<file path="config.mk">
export PLATFORM = sky130hd
export DESIGN_NAME = cdc_pulse_chan_arbiter
export DESIGN_NICKNAME = d
export VERILOG_FILES = /design/src/rtl/cdc_pulse_chan_arbiter.sv
export SDC_FILE = /design/constraint.sdc
export NUM_CORES = 1
export LEC_CHECK = 0
export CORE_AREA = 2 2 55 57
export CTS_BUF_LIST = sky130_fd_sc_hd__clkbuf_8 sky130_fd_sc_hd__clkbuf_16
export DETAILED_ROUTE_END_ITERATION = 10
export DIE_AREA = 0 0 57 59
export PLACE_DENSITY = 0.84
export SLEW_MARGIN = 0
export SYNTH_ARGS = -nofsm -noshare
export SYNTH_HDL_FRONTEND = slang
export SYNTH_SLANG_ARGS = --single-unit
</file>
<file path="constraint.sdc">
create_clock -name src_clk -period 2.8 [get_ports src_clk]
set_clock_uncertainty 0.1 [all_clocks]
set_input_delay 0.28 -clock src_clk [delete_from_list [all_inputs] [get_ports src_clk]]
set_output_delay 0.28 -clock src_clk [all_outputs]
set_load 0.005 [all_outputs]
</file>
<file path="src/rtl/cdc_pulse_chan_arbiter.sv">
// ============================================================================
// Module  : cdc_pulse_chan_arbiter
// Brief   : Round-robin arbiter sharing one four-phase req/ack CDC channel
//           among single-cycle pulse requesters in the src_clk domain.
// Revision: 1.0
// ============================================================================
`default_nettype none

module cdc_pulse_chan_arbiter #(
    parameter int NUM_REQ = 4,
    parameter int ID_W    = 2,
    parameter int TIMEOUT = 255
) (
    input  logic               src_clk,
    input  logic               src_rst_n,
    input  logic [NUM_REQ-1:0] req_pulse,
    output logic [NUM_REQ-1:0] req_drop,
    output logic [NUM_REQ-1:0] req_done,
    output logic               chan_req,
    output logic [ID_W-1:0]    chan_id,
    input  logic               chan_ack_async,
    output logic               busy,
    output logic               timeout_flag,
    input  logic               timeout_clr
);

    localparam int                 c_CNT_W      = $clog2(TIMEOUT + 1);
    localparam logic [c_CNT_W-1:0] c_TIMEOUT    = c_CNT_W'(TIMEOUT);
    localparam logic [c_CNT_W-1:0] c_TIMEOUT_M1 = c_CNT_W'(TIMEOUT - 1);
    localparam logic [ID_W-1:0]    c_LAST_ID    = ID_W'(NUM_REQ - 1);

    typedef enum logic [1:0] {
        ST_IDLE = 2'd0,
        ST_REQ  = 2'd1,
        ST_REL  = 2'd2
    } state_t;

    state_t               r_state;
    logic                 r_ack_meta;
    logic                 r_ack_s;
    logic [NUM_REQ-1:0]   r_pending;
    logic [ID_W-1:0]      r_rr_ptr;
    logic [c_CNT_W-1:0]   r_phase_cnt;
    logic                 r_chan_req;
    logic [ID_W-1:0]      r_chan_id;
    logic [NUM_REQ-1:0]   r_req_drop;
    logic [NUM_REQ-1:0]   r_req_done;
    logic                 r_busy;
    logic                 r_timeout_flag;

    logic                 w_grant;
    logic [ID_W-1:0]      w_grant_id;
    logic [ID_W-1:0]      w_hi_id;
    logic [ID_W-1:0]      w_lo_id;
    logic                 w_hi_hit;
    logic [NUM_REQ-1:0]   w_win;
    logic [NUM_REQ-1:0]   w_pending_nxt;
    logic [NUM_REQ-1:0]   w_drop_nxt;
    logic [NUM_REQ-1:0]   w_done_nxt;
    logic                 w_leave;
    logic                 w_tmo_hit;

    // Descending scan: the last hit recorded is the lowest index, first from
    // rr_ptr upward, falling back to the lowest overall for the wrap case.
    always_comb begin
        w_hi_hit = 1'b0;
        w_hi_id  = '0;
        w_lo_id  = '0;
        for (int i = NUM_REQ - 1; i >= 0; i--) begin
            if (r_pending[i]) begin
                w_lo_id = ID_W'(i);
                if (ID_W'(i) >= r_rr_ptr) begin
                    w_hi_hit = 1'b1;
                    w_hi_id  = ID_W'(i);
                end
            end
        end
        w_grant_id = w_hi_hit ? w_hi_id : w_lo_id;
        w_grant    = (r_state == ST_IDLE) && (|r_pending);
    end

    always_comb begin
        w_win         = '0;
        w_pending_nxt = '0;
        w_drop_nxt    = '0;
        w_done_nxt    = '0;
        for (int i = 0; i < NUM_REQ; i++) begin
            w_win[i]         = w_grant && (w_grant_id == ID_W'(i));
            w_pending_nxt[i] = w_win[i] ? req_pulse[i] : (r_pending[i] | req_pulse[i]);
            w_drop_nxt[i]    = req_pulse[i] & r_pending[i] & ~w_win[i];
            w_done_nxt[i]    = (r_state == ST_REL) && !r_ack_s && (r_chan_id == ID_W'(i));
        end
    end

    assign w_leave   = ((r_state == ST_REQ) &&  r_ack_s) ||
                       ((r_state == ST_REL) && !r_ack_s);
    assign w_tmo_hit = (r_state != ST_IDLE) && !w_leave && (r_phase_cnt == c_TIMEOUT_M1);

    always_ff @(posedge src_clk or negedge src_rst_n) begin
        if (!src_rst_n) begin
            r_state        <= ST_IDLE;
            r_ack_meta     <= 1'b0;
            r_ack_s        <= 1'b0;
            r_pending      <= '0;
            r_rr_ptr       <= '0;
            r_phase_cnt    <= '0;
            r_chan_req     <= 1'b0;
            r_chan_id      <= '0;
            r_req_drop     <= '0;
            r_req_done     <= '0;
            r_busy         <= 1'b0;
            r_timeout_flag <= 1'b0;
        end else begin
            r_ack_meta <= chan_ack_async;
            r_ack_s    <= r_ack_meta;
            r_pending  <= w_pending_nxt;
            r_req_drop <= w_drop_nxt;
            r_req_done <= w_done_nxt;

            if (w_tmo_hit) begin
                r_timeout_flag <= 1'b1;
            end else if (timeout_clr) begin
                r_timeout_flag <= 1'b0;
            end

            // The handshake is never abandoned on timeout; order must hold.
            case (r_state)
                ST_IDLE: begin
                    r_phase_cnt <= '0;
                    if (w_grant) begin
                        r_chan_req <= 1'b1;
                        r_chan_id  <= w_grant_id;
                        r_rr_ptr   <= (w_grant_id == c_LAST_ID) ? '0 : w_grant_id + 1'b1;
                        r_busy     <= 1'b1;
                        r_state    <= ST_REQ;
                    end
                end
                ST_REQ: begin
                    if (r_ack_s) begin
                        r_chan_req  <= 1'b0;
                        r_phase_cnt <= '0;
                        r_state     <= ST_REL;
                    end else if (r_phase_cnt != c_TIMEOUT) begin
                        r_phase_cnt <= r_phase_cnt + 1'b1;
                    end
                end
                ST_REL: begin
                    if (!r_ack_s) begin
                        r_busy      <= 1'b0;
                        r_phase_cnt <= '0;
                        r_state     <= ST_IDLE;
                    end else if (r_phase_cnt != c_TIMEOUT) begin
                        r_phase_cnt <= r_phase_cnt + 1'b1;
                    end
                end
                default: begin
                    r_chan_req  <= 1'b0;
                    r_busy      <= 1'b0;
                    r_phase_cnt <= '0;
                    r_state     <= ST_IDLE;
                end
            endcase
        end
    end

    assign chan_req     = r_chan_req;
    assign chan_id      = r_chan_id;
    assign req_drop     = r_req_drop;
    assign req_done     = r_req_done;
    assign busy         = r_busy;
    assign timeout_flag = r_timeout_flag;

endmodule

`default_nettype wire

</file>
==> flow_summary.toml <==
[outcome]
status = "finished clean"

[final_layout]
stdcell_count = 195
area.growth.synth_to_final_pct = 22.7
fin_nets = 180
final_util = 0.681
drive_gt1_frac = 0.0732
diodes = 0
final_cell_mix = "31 x dfrtp_1, 20 x clkdlybuf4s50_1, 9 x nand2_1, 9 x ha_1, 8 x inv_1"
final_common_cell = "dfrtp_1"

[synthesis]
ys_seq_area_frac = 0.516
synth_top_area_frac = 0.516
synth_area_per_cell_um2 = 11.0
yosys.area.top_type = "dfrtp_1"
synth_fp_nets = 153
syn-cell-area_um2 = 1500
synthTopCellsByArea = "dfrtp_1 52%, ha_1 7.5%, a21o_1 3.0%, and3_1 2.9%, nand2_1 2.2%"
synth.distinct_cells = 41
yosys_warnings = 0
ys_ff_latch = 31
synth_cells = 136

[worst_setup_path]
cp-startpoint = "r_pending[2]"
crit_fanout = 7
path_cells = "nor2b_1 -> a311oi_1 -> nor2_1 -> ha_1 -> mux2_1"
worstPathRequired_ns = 2.86
slowest_stage = "dfrtp_1"
critPathBufInv = 0
setup.worst_path.class = "flop to flop"
worstPathArrival_ns = 2.03
start_kind = "flop"
cp-end-kind = "flop"
cp_top_family = "flip-flops"
r2r_start = "r_pending[2]"
slowest_delay_ns = 0.47

[floorplan]
core-area_um2 = 2710
die_area_um2 = 3360
die-width_um = 57
fp-row-count = 19
dieHeight_um = 59
io_pins = 21
initial_core_util = 0.554

[drt]
wire_per_inst_um = 14.7
dr_total_vias = 1157
ant_nets = 0
viasPerCell = 5.93
first_pass_iters = 4
drtIter0Drc = 31
totalWireLength_mm = 2.86
drcViolationCount = 0

[placement]
gp_congestion = 0.843
place_inst = 187
portBuffers = 20
dp_hpwl_mm = 2.11

[sta]
fin_tns_setup_ns = 0
finalCriticalPeriod_ns = 1.96
slew_headroom = 0.637
tightest_slew_ns = 0.540
grt_setup_unrepaired = "false"
period_share = 0.701
setup_viol = 0
hold_violations = 0
slew_viol_final = 0
fmax_mhz = 509

[clock_network]
post-cts-setup-buffer-count = 0
cts_hold_buffers = 0
cts_tree = "yes"
cts_resized = 0
h-tree-depth = 2
cts_buffer_depth = 2
clockRootBuffer = "clkbuf_8"
clkLatencyLatePin_ns = 0.28
cts_made_buffers = 5
cts_sinks = 31
cts.reportedPaths.clkPinSlew_ns = 0.06

[global_routing]
grt_pass1_wl_mm = 4.99
track_usage = 0.197
grt_max_degree = 32
antenna_found_initial = 0
grt_pass1_vias = 1161
grt.overflow.total = 0

[power]
ir_worst_vdd_mv = 0.717
total_power_mw = 1.80
p_leak_nw = 0.820
cellPowerDensity_nw_per_um2 = 974

[min_path]
hp-start = "r_ack_meta"
hp-class = "flop to flop"

[flow_run]
drv_cap = 0
-- kinds of logic after synthesis --
family / count (synthesis) / synth area share
AOI/OAI and AO/OA: 33 / 0.168
xor gates and xnor gates: 1 / 0.00583
adders and majority gates: 9 / 0.0749
buffers and inverters: 8 / 0.0208
DFF: 31 / 0.516
muxes: 3 / 0.0216
and+or+nand+nor: 51 / 0.192
-- Yosys cell counts --
master and n:
dfrtp_1 31, o32a_1 1, o41ai_4 1, o31ai_1 1
o41a_1 1, a311oi_1 1, nand2_2 1, nand3b_1 1
nand2_1 9, nor4b_1 1, o21ai_0 3, xnor2_1 1
and3_1 7, nor3b_1 2, or2_1 1, mux2_1 1
and3b_1 1, or3_1 2, nand3_1 4, nor3_1 6
a31oi_1 4, mux2_2 1, nor2_1 5, a21oi_1 6
nand2b_1 3, a21o_1 6, and4_1 1, nor2b_1 4
inv_1 7, a211oi_1 2, ha_1 9, o41ai_1 1
mux2i_1 1, a211o_1 1, nor4_2 1, nand4_1 2
buf_2 1, o21bai_1 1, o21a_1 2, o32ai_1 1
o22a_1 1
-- layer usage --
metal,part of all wire,global-route usage,wire length [µm]
met3,0.046,0.0502,133
met2,0.51,0.348,1450
met4,0.028,0.120,81
met5,0,0,0
met1,0.42,0.212,1200
-- power by group --
group | leakage, nW | internal, mW | switching, mW
clock | 0.0557 | 0.220 | 0.154
sequential | 0.385 | 0.576 | 0.138
combinational | 0.379 | 0.374 | 0.334
-- worst paths after layout --
kind,end,slack (ns),cells after the start
min in group asynchronous,req_done[1],0.27,2
hold / removal,r_ack_s,0.25,0
max in group asynchronous,req_done[2],2.03,2
setup reg to reg,r_rr_ptr[1],0.84,5
hold reg to reg,r_ack_s,0.25,0
setup / recovery,r_rr_ptr[1],0.84,5
-- registers in the layout, indices dropped and copies added (netlist names) --
| signal | count |
|---|---|
| r_phase_cnt | 8 |
| r_pending | 4 |
| req_done | 4 |
| req_drop | 4 |
| chan_id | 2 |
| r_rr_ptr | 2 |
| r_state | 2 |
| busy | 1 |
| chan_req | 1 |
| r_ack_meta | 1 |
| r_ack_s | 1 |
| timeout_flag | 1 |
-- per-stage QoR --
| stage | cell area, µm² | worst slack, ns | hold WS, ns |
|---|---|---|---|
| finish | 1840 | 0.837 | 0.252 |
| global route | 1840 | 0.749 | 0.268 |
| CTS | 1840 | 0.850 | 0.257 |
| detailed placement | 1740 | 0.864 | 0.243 |
| global placement | 1740 | 0.956 | 0.232 |
| floorplan | 1500 | 1.01 | -0.116 |
-- layout make-up --
class / count / area (µm²)
fill: 209 / 866
sequential: 31 / 776
multi-input combinational: 97 / 696
timing repair buffer: 21 / 208
clock buffer: 7 / 96.3
tap: 31 / 38.8
inverter: 7 / 26.3
clock inverter: 1 / 3.75
Power figures use the tool's default switching activity.
